==> config.mk <==
export PLATFORM = sky130hd
export DESIGN_NAME = ram_port_arbiter
export DESIGN_NICKNAME = d
export VERILOG_FILES = /design/src/rtl/ram_port_arbiter.sv
export SDC_FILE = /design/constraint.sdc
export NUM_CORES = 1
export LEC_CHECK = 0
export ABC_AREA = 1
export CORE_UTILIZATION = 30
export DETAILED_ROUTE_END_ITERATION = 12
export PLACE_DENSITY_LB_ADDON = 0.12
export SYNTH_ARGS = -nofsm -noshare
export SYNTH_HDL_FRONTEND = slang
export SYNTH_SLANG_ARGS = --single-unit
export TNS_END_PERCENT = 50
==> constraint.sdc <==
create_clock -name Clk -period 2 [get_ports Clk]
set_input_delay 0.4 -clock Clk [delete_from_list [all_inputs] [get_ports Clk]]
set_output_delay 0.4 -clock Clk [all_outputs]
set_load 0.005 [all_outputs]
==> src/rtl/ram_port_arbiter.sv <==
// Two-requester arbiter for the single SDRAM request port: A (video) high priority, B (SD) low priority.
// Build option ARB_ROUND_ROBIN_EN swaps the fixed-priority/starvation guard for simple alternation.
module ram_port_arbiter #(
  parameter int AddrWidth = 25,
  parameter int BStarve   = 8
) (
  input  logic                 Clk,
  input  logic                 nReset,
  input  logic [AddrWidth-1:0] A_Address,
  input  logic [31:0]          A_DataWrite,
  input  logic [1:0]           A_DataSize,
  input  logic                 A_ReadWrite,
  input  logic                 A_Request,
  output logic                 A_Ready,
  output logic [31:0]          A_DataRead,
  input  logic [AddrWidth-1:0] B_Address,
  input  logic [31:0]          B_DataWrite,
  input  logic [1:0]           B_DataSize,
  input  logic                 B_ReadWrite,
  input  logic                 B_Request,
  output logic                 B_Ready,
  output logic [31:0]          B_DataRead,
  output logic [AddrWidth-1:0] Address,
  output logic [31:0]          DataWrite,
  output logic [1:0]           DataSize,
  output logic                 ReadWrite,
  output logic                 Request,
  input  logic                 Ready,
  input  logic [31:0]          DataRead,
  output logic [1:0]           Grant
);
  localparam int NUM_PORTS = 2;
  localparam int CntW      = (BStarve > 0) ? $clog2(BStarve + 1) : 1;

  typedef enum logic [2:0] {
    S_IDLE,
    S_ISSUE,
    S_ACCEPT,
    S_DONE,
    S_RELEASE
  } state_t;

  typedef struct packed {
    logic [AddrWidth-1:0] addr;
    logic [31:0]          wdata;
    logic [1:0]           size;
    logic                 rw;
  } cmd_t;

  state_t                     state_q, state_d;
  cmd_t [NUM_PORTS-1:0]       cmd_in;
  cmd_t                       cmd_win;
  logic [NUM_PORTS-1:0]       port_rdy;
  logic [NUM_PORTS-1:0][31:0] port_rd;
  logic                       pick_b, own_req;
  logic                       latch_cmd, set_req, clr_req, load_rd, release_port;

  assign cmd_in[0] = {A_Address, A_DataWrite, A_DataSize, A_ReadWrite};
  assign cmd_in[1] = {B_Address, B_DataWrite, B_DataSize, B_ReadWrite};
  assign cmd_win   = pick_b ? cmd_in[1] : cmd_in[0];
  assign own_req   = Grant[1] ? B_Request : A_Request;

`ifdef ARB_ROUND_ROBIN_EN
  // Last-served flag starts at B so A is first out of reset; lone requests also update it.
  logic last_b_q;

  assign pick_b = B_Request && (!A_Request || !last_b_q);

  always_ff @(posedge Clk or negedge nReset) begin
    if (!nReset)        last_b_q <= 1'b1;
    else if (latch_cmd) last_b_q <= pick_b;
  end
`else
  // Counts A grants made over a pending B; once saturated at BStarve, B takes the next slot.
  logic [CntW-1:0] starve_q;
  logic            starve_hit;

  assign starve_hit = (BStarve != 0) && (starve_q == CntW'(BStarve));
  assign pick_b     = B_Request && (!A_Request || starve_hit);

  always_ff @(posedge Clk or negedge nReset) begin
    if (!nReset) begin
      starve_q <= '0;
    end else if (state_q == S_IDLE) begin
      if (!B_Request || (latch_cmd && pick_b))
        starve_q <= '0;
      else if (latch_cmd && (starve_q != CntW'(BStarve)))
        starve_q <= starve_q + 1'b1;
    end
  end
`endif

  always_ff @(posedge Clk or negedge nReset) begin
    if (!nReset) state_q <= S_IDLE;
    else         state_q <= state_d;
  end

  always_comb begin
    state_d      = state_q;
    latch_cmd    = 1'b0;
    set_req      = 1'b0;
    clr_req      = 1'b0;
    load_rd      = 1'b0;
    release_port = 1'b0;
    unique case (state_q)
      S_IDLE: if (A_Request || B_Request) begin
        latch_cmd = 1'b1;
        state_d   = S_ISSUE;
      end
      S_ISSUE: if (Ready) begin
        set_req = 1'b1;
        state_d = S_ACCEPT;
      end
      S_ACCEPT: if (!Ready) begin
        clr_req = 1'b1;
        state_d = S_DONE;
      end
      S_DONE: if (Ready) begin
        load_rd = !ReadWrite;
        state_d = S_RELEASE;
      end
      // Hold the grant until the owner has withdrawn its request.
      S_RELEASE: if (!own_req) begin
        release_port = 1'b1;
        state_d      = S_IDLE;
      end
      default: state_d = S_IDLE;
    endcase
  end

  always_ff @(posedge Clk or negedge nReset) begin
    if (!nReset) begin
      Address   <= '0;
      DataWrite <= '0;
      DataSize  <= '0;
      ReadWrite <= 1'b0;
      Request   <= 1'b0;
      Grant     <= 2'b00;
    end else begin
      if (latch_cmd) begin
        {Address, DataWrite, DataSize, ReadWrite} <= cmd_win;
        Grant <= pick_b ? 2'b10 : 2'b01;
      end
      if (set_req)      Request <= 1'b1;
      else if (clr_req) Request <= 1'b0;
      if (release_port) Grant <= 2'b00;
    end
  end

  for (genvar i = 0; i < NUM_PORTS; i++) begin : g_port
    logic        grab, load, rel, rdy_q;
    logic [31:0] rd_q;

    assign grab = latch_cmd && ((i == 0) ? !pick_b : pick_b);
    assign load = load_rd && Grant[i];
    assign rel  = release_port && Grant[i];

    always_ff @(posedge Clk or negedge nReset) begin
      if (!nReset) begin
        rdy_q <= 1'b1;
        rd_q  <= '0;
      end else begin
        if (grab)     rdy_q <= 1'b0;
        else if (rel) rdy_q <= 1'b1;
        if (load)     rd_q  <= DataRead;
      end
    end

    assign port_rdy[i] = rdy_q;
    assign port_rd[i]  = rd_q;
  end

  assign A_Ready    = port_rdy[0];
  assign B_Ready    = port_rdy[1];
  assign A_DataRead = port_rd[0];
  assign B_DataRead = port_rd[1];

endmodule

==> results of run 1 <==
==> final cells by class <==
class	count	area (sq um)	share of cell area
Sequential cell	136	3406	0.3493
Timing Repair Buffer	308	3128	0.3208
Multi-Input combinational cell	434	2123	0.2178
Clock buffer	17	425.4	0.04363
Tap cell	265	331.6	0.03401
Inverter	49	183.9	0.01887
Clock inverter	14	148.9	0.01527
Antenna cell	1	2.502	0.0002567
==> layout by cell type, fill, tap and decap left out, types with 3 or more instances in the layout <==
cell | synthesis | routed
clkdlybuf4s50_1 | 0 | 283
nand2_1 | 151 | 149
dfrtp_1 | 134 | 134
nand3_1 | 132 | 132
nand4_1 | 62 | 62
inv_1 | 48 | 47
o21ai_1 | 42 | 42
o21ai_0 | 24 | 24
clkbuf_16 | 0 | 17
buf_4 | 7 | 13
nor2_1 | 11 | 11
buf_12 | 0 | 8
clkinv_4 | 0 | 4
clkinv_2 | 0 | 4
nor2_4 | 3 | 3
inv_6 | 0 | 3
==> flip-flops by register name, indices dropped and copies added, names as in the netlist <==
signal,count
state_q,3
Request,1
A_DataRead,32
Address,25
starve_q,4
A_Ready,1
B_DataRead,32
DataWrite,32
B_Ready,1
Grant,2
ReadWrite,1
DataSize,2
==> power breakdown <==
part / internal (uW) / leakage (uW) / switching (uW)
Clock: 1840 / 0.000284 / 1230
Combinational: 3250 / 0.00235 / 2550
Sequential: 3980 / 0.00172 / 709
Total: 9060 / 0.00435 / 4490
==> synth_stat cells (3+ instances only) <==
cell type / number
nand3_1: 132
buf_2: 23
nor2_4: 3
clkbuf_1: 11
nand2_1: 151
buf_4: 7
o21ai_0: 24
dfrtp_1: 134
nor2_1: 11
o21ai_1: 42
buf_6: 7
inv_1: 48
nand4_1: 62
==> stage by stage <==
stage	total power (uW)	utilization	TNS (ns)	std cells	worst slack, ns
global route	14560	0.4992	0	1223	0.04977
floorplan	7095	-	0	669	0.5584
detailed placement	10600	0.4691	-4.878	1191	-0.1141
CTS	13750	0.4990	0	1223	0.08008
global placement	10540	0.4691	-3.124	1191	-0.06562
finish	13560	0.4993	0	1224	0.1279
==> per-layer routing <==
| metal | global-route usage | share of wire | up-vias |
|---|---|---|---|
| met1 | 0.2341 | 0.43 | 2690 |
| li1 | - | - | 2833 |
| met3 | 0.07331 | 0.095 | 18 |
| met4 | 0.06719 | 0.012 | 0 |
| met5 | 0 | 0 | - |
| met2 | 0.3048 | 0.46 | 215 |
==> cell families (layout without fill, tap and decap cells) <==
group                      count (synthesis)  count (layout)  synth area share
adders and majority gates                  2               2          0.004168
buffers and inverters                     99             388           0.07982
other                                      0               1                 0
AOI/OAI and AO/OA                         70              70           0.05940
DFF                                      136             136            0.5673
and+or+nand+nor                          362             362            0.2893
==> worst min-delay path by stage <==
stage / startpoint / end / slack [ns] / cells past startpoint
after floorplan: nReset / A_DataRead[0] / 0.10 / 0
after global placement: nReset / B_DataRead[28] / 0.29 / 1
after detailed placement: nReset / A_DataRead[28] / 0.29 / 1
after CTS: nReset / A_DataRead[28] / 0.41 / 2
after global routing: nReset / B_DataRead[28] / 0.43 / 2
final: nReset / B_DataRead[28] / 0.42 / 2
==> repair_timing <==
item,CTS,global route
hold endpoints to repair,23,0
resized for setup,0,1
hold buffers,1,0
setup endpoints to repair,0,1
==> worst reg2reg max path, stage by stage (launching register included) <==
cell and delay (ns):
dfrtp_1 0.45, nor2_4 0.21, nand2_4 0.11, nor2_4 0.13
buf_6 0.41, nand3_1 0.22, nand3_1 0.10
==> impl_metrics.toml, run 1 <==
[synthesis]
async_flop_share = 1.000
synth_nets = 828
synth-seq-cells = 136
synth_area_leaders = "dfrtp_1 (56%), nand3_1 (11%), nand2_1 (9.4%)"
synth_top_area_share = 0.5586
syn_avg_cell_area_sq_um = 8.973
synth_edf_count = 0
syn-instance-count = 669
synth_top_cell_by_area = "dfrtp_1"
ys_seq_area_frac = 0.5673
synth_cell_types = 23
netlist_area_sq_um = 6003
ys.flop_type = "dfrtp_1"
synth_warnings = 0

[die]
pin_count = 286
start_util = 0.3074
core_sq_um = 19530
die_area_sq_um = 20580
rows = 51
die_y_um = 143.5
die_x_um = 143.5

[setup_path]
cpMaxStageDelayCell = "clkdlybuf4s50_1"
crit_end = "A_Ready"
path_depth = 1
cp_max_fo = 2
cp_top_family = "buffers and inverters"
worstPathBufferInverterCount = 1
crit_start = "A_Ready"
crit_chain = "clkdlybuf4s50_1"
cp-start-kind = "flop"
cp.arrival_ns = 1.47
reg2reg_to = "DataWrite[13]"
cp.required_ns = 1.60
critPathKind = "flop to primary output"
critPathCaptureType = "primary output"
reg2reg_depth = 6
reg2reg_from = "state_q[2]"
r2r_slack_ns = 0.31
max_stage_delay_ns = 0.54

[status]
status = "finished, final reports clean"

[layout]
final_cell_area_sq_um = 9749
area_delta_synth_final_pct = 62.40
nNetsFinal = 1105
fill_cells = 1923
drive_gt1_frac = 0.06994

[clock_tree]
clock_latency_ns = 0.42
cts_setup_buffers = 0
cts_sinks = 136
numCtsBuffers = 17
cts_buffer_depth = 2
path_clk_slew_ns = 0.06
htree_num_levels = 4
cts_tree = "done"
cts-root-buf = "clkbuf_16"

[detailed_routing]
wire_per_inst_um = 15.62
drtIter0Drc = 286
wl_mm = 19.12
viasPerCell = 4.703
antenna_left = 0
drc_errors = 0
vias = 5756
first_pass_iters = 4

[timing]
hold_slack_ns = 0.4196
hold_viol = 0
fmax_mhz = 534.2
fin_crit_sh = 0.9360
drv_slew = 0
slew_headroom = 0.6449
rsz0062_at_grt = "no"
finClkSkew_ns = 0.01126
period_needed_ns = 1.872
setup_viol = 0
worst_slew_pin_slew_ns = 0.5327

[power_and_ir_drop]
pwr_density_cell_nw_per_um2 = 1390
power.leakage_uw = 0.004352
ir_drop_uv = 655.5

[global_route]
grt_first_pass_wirelength_mm = 30.00
grt_max_degree = 65
grt_pass1_vias = 5560
overflow = 0
track_usage = 0.1909
antenna_found_initial = 0

[flow_run]
drv_cap = 0

[placement]
place.gp.congestion = 0.7520
portBuffers = 285
dp_hpwl_mm = 12.90
placed_area_sq_um = 9159

[hold_path]
hold_path_class = "input port to async pin"
Note: power is estimated with default switching activity, not from simulation.
==> run 2, diff against run 1 <==
--- a/config.mk
+++ b/config.mk
@@ -8,6 +8,7 @@
 export ABC_AREA = 1
 export CORE_UTILIZATION = 30
 export DETAILED_ROUTE_END_ITERATION = 12
+export GPL_ROUTABILITY_DRIVEN = 0
 export PLACE_DENSITY_LB_ADDON = 0.12
 export SYNTH_ARGS = -nofsm -noshare
 export SYNTH_HDL_FRONTEND = slang
==> results of run 2 <==
Final layout, timing and power as in run 1 (identical DEF).
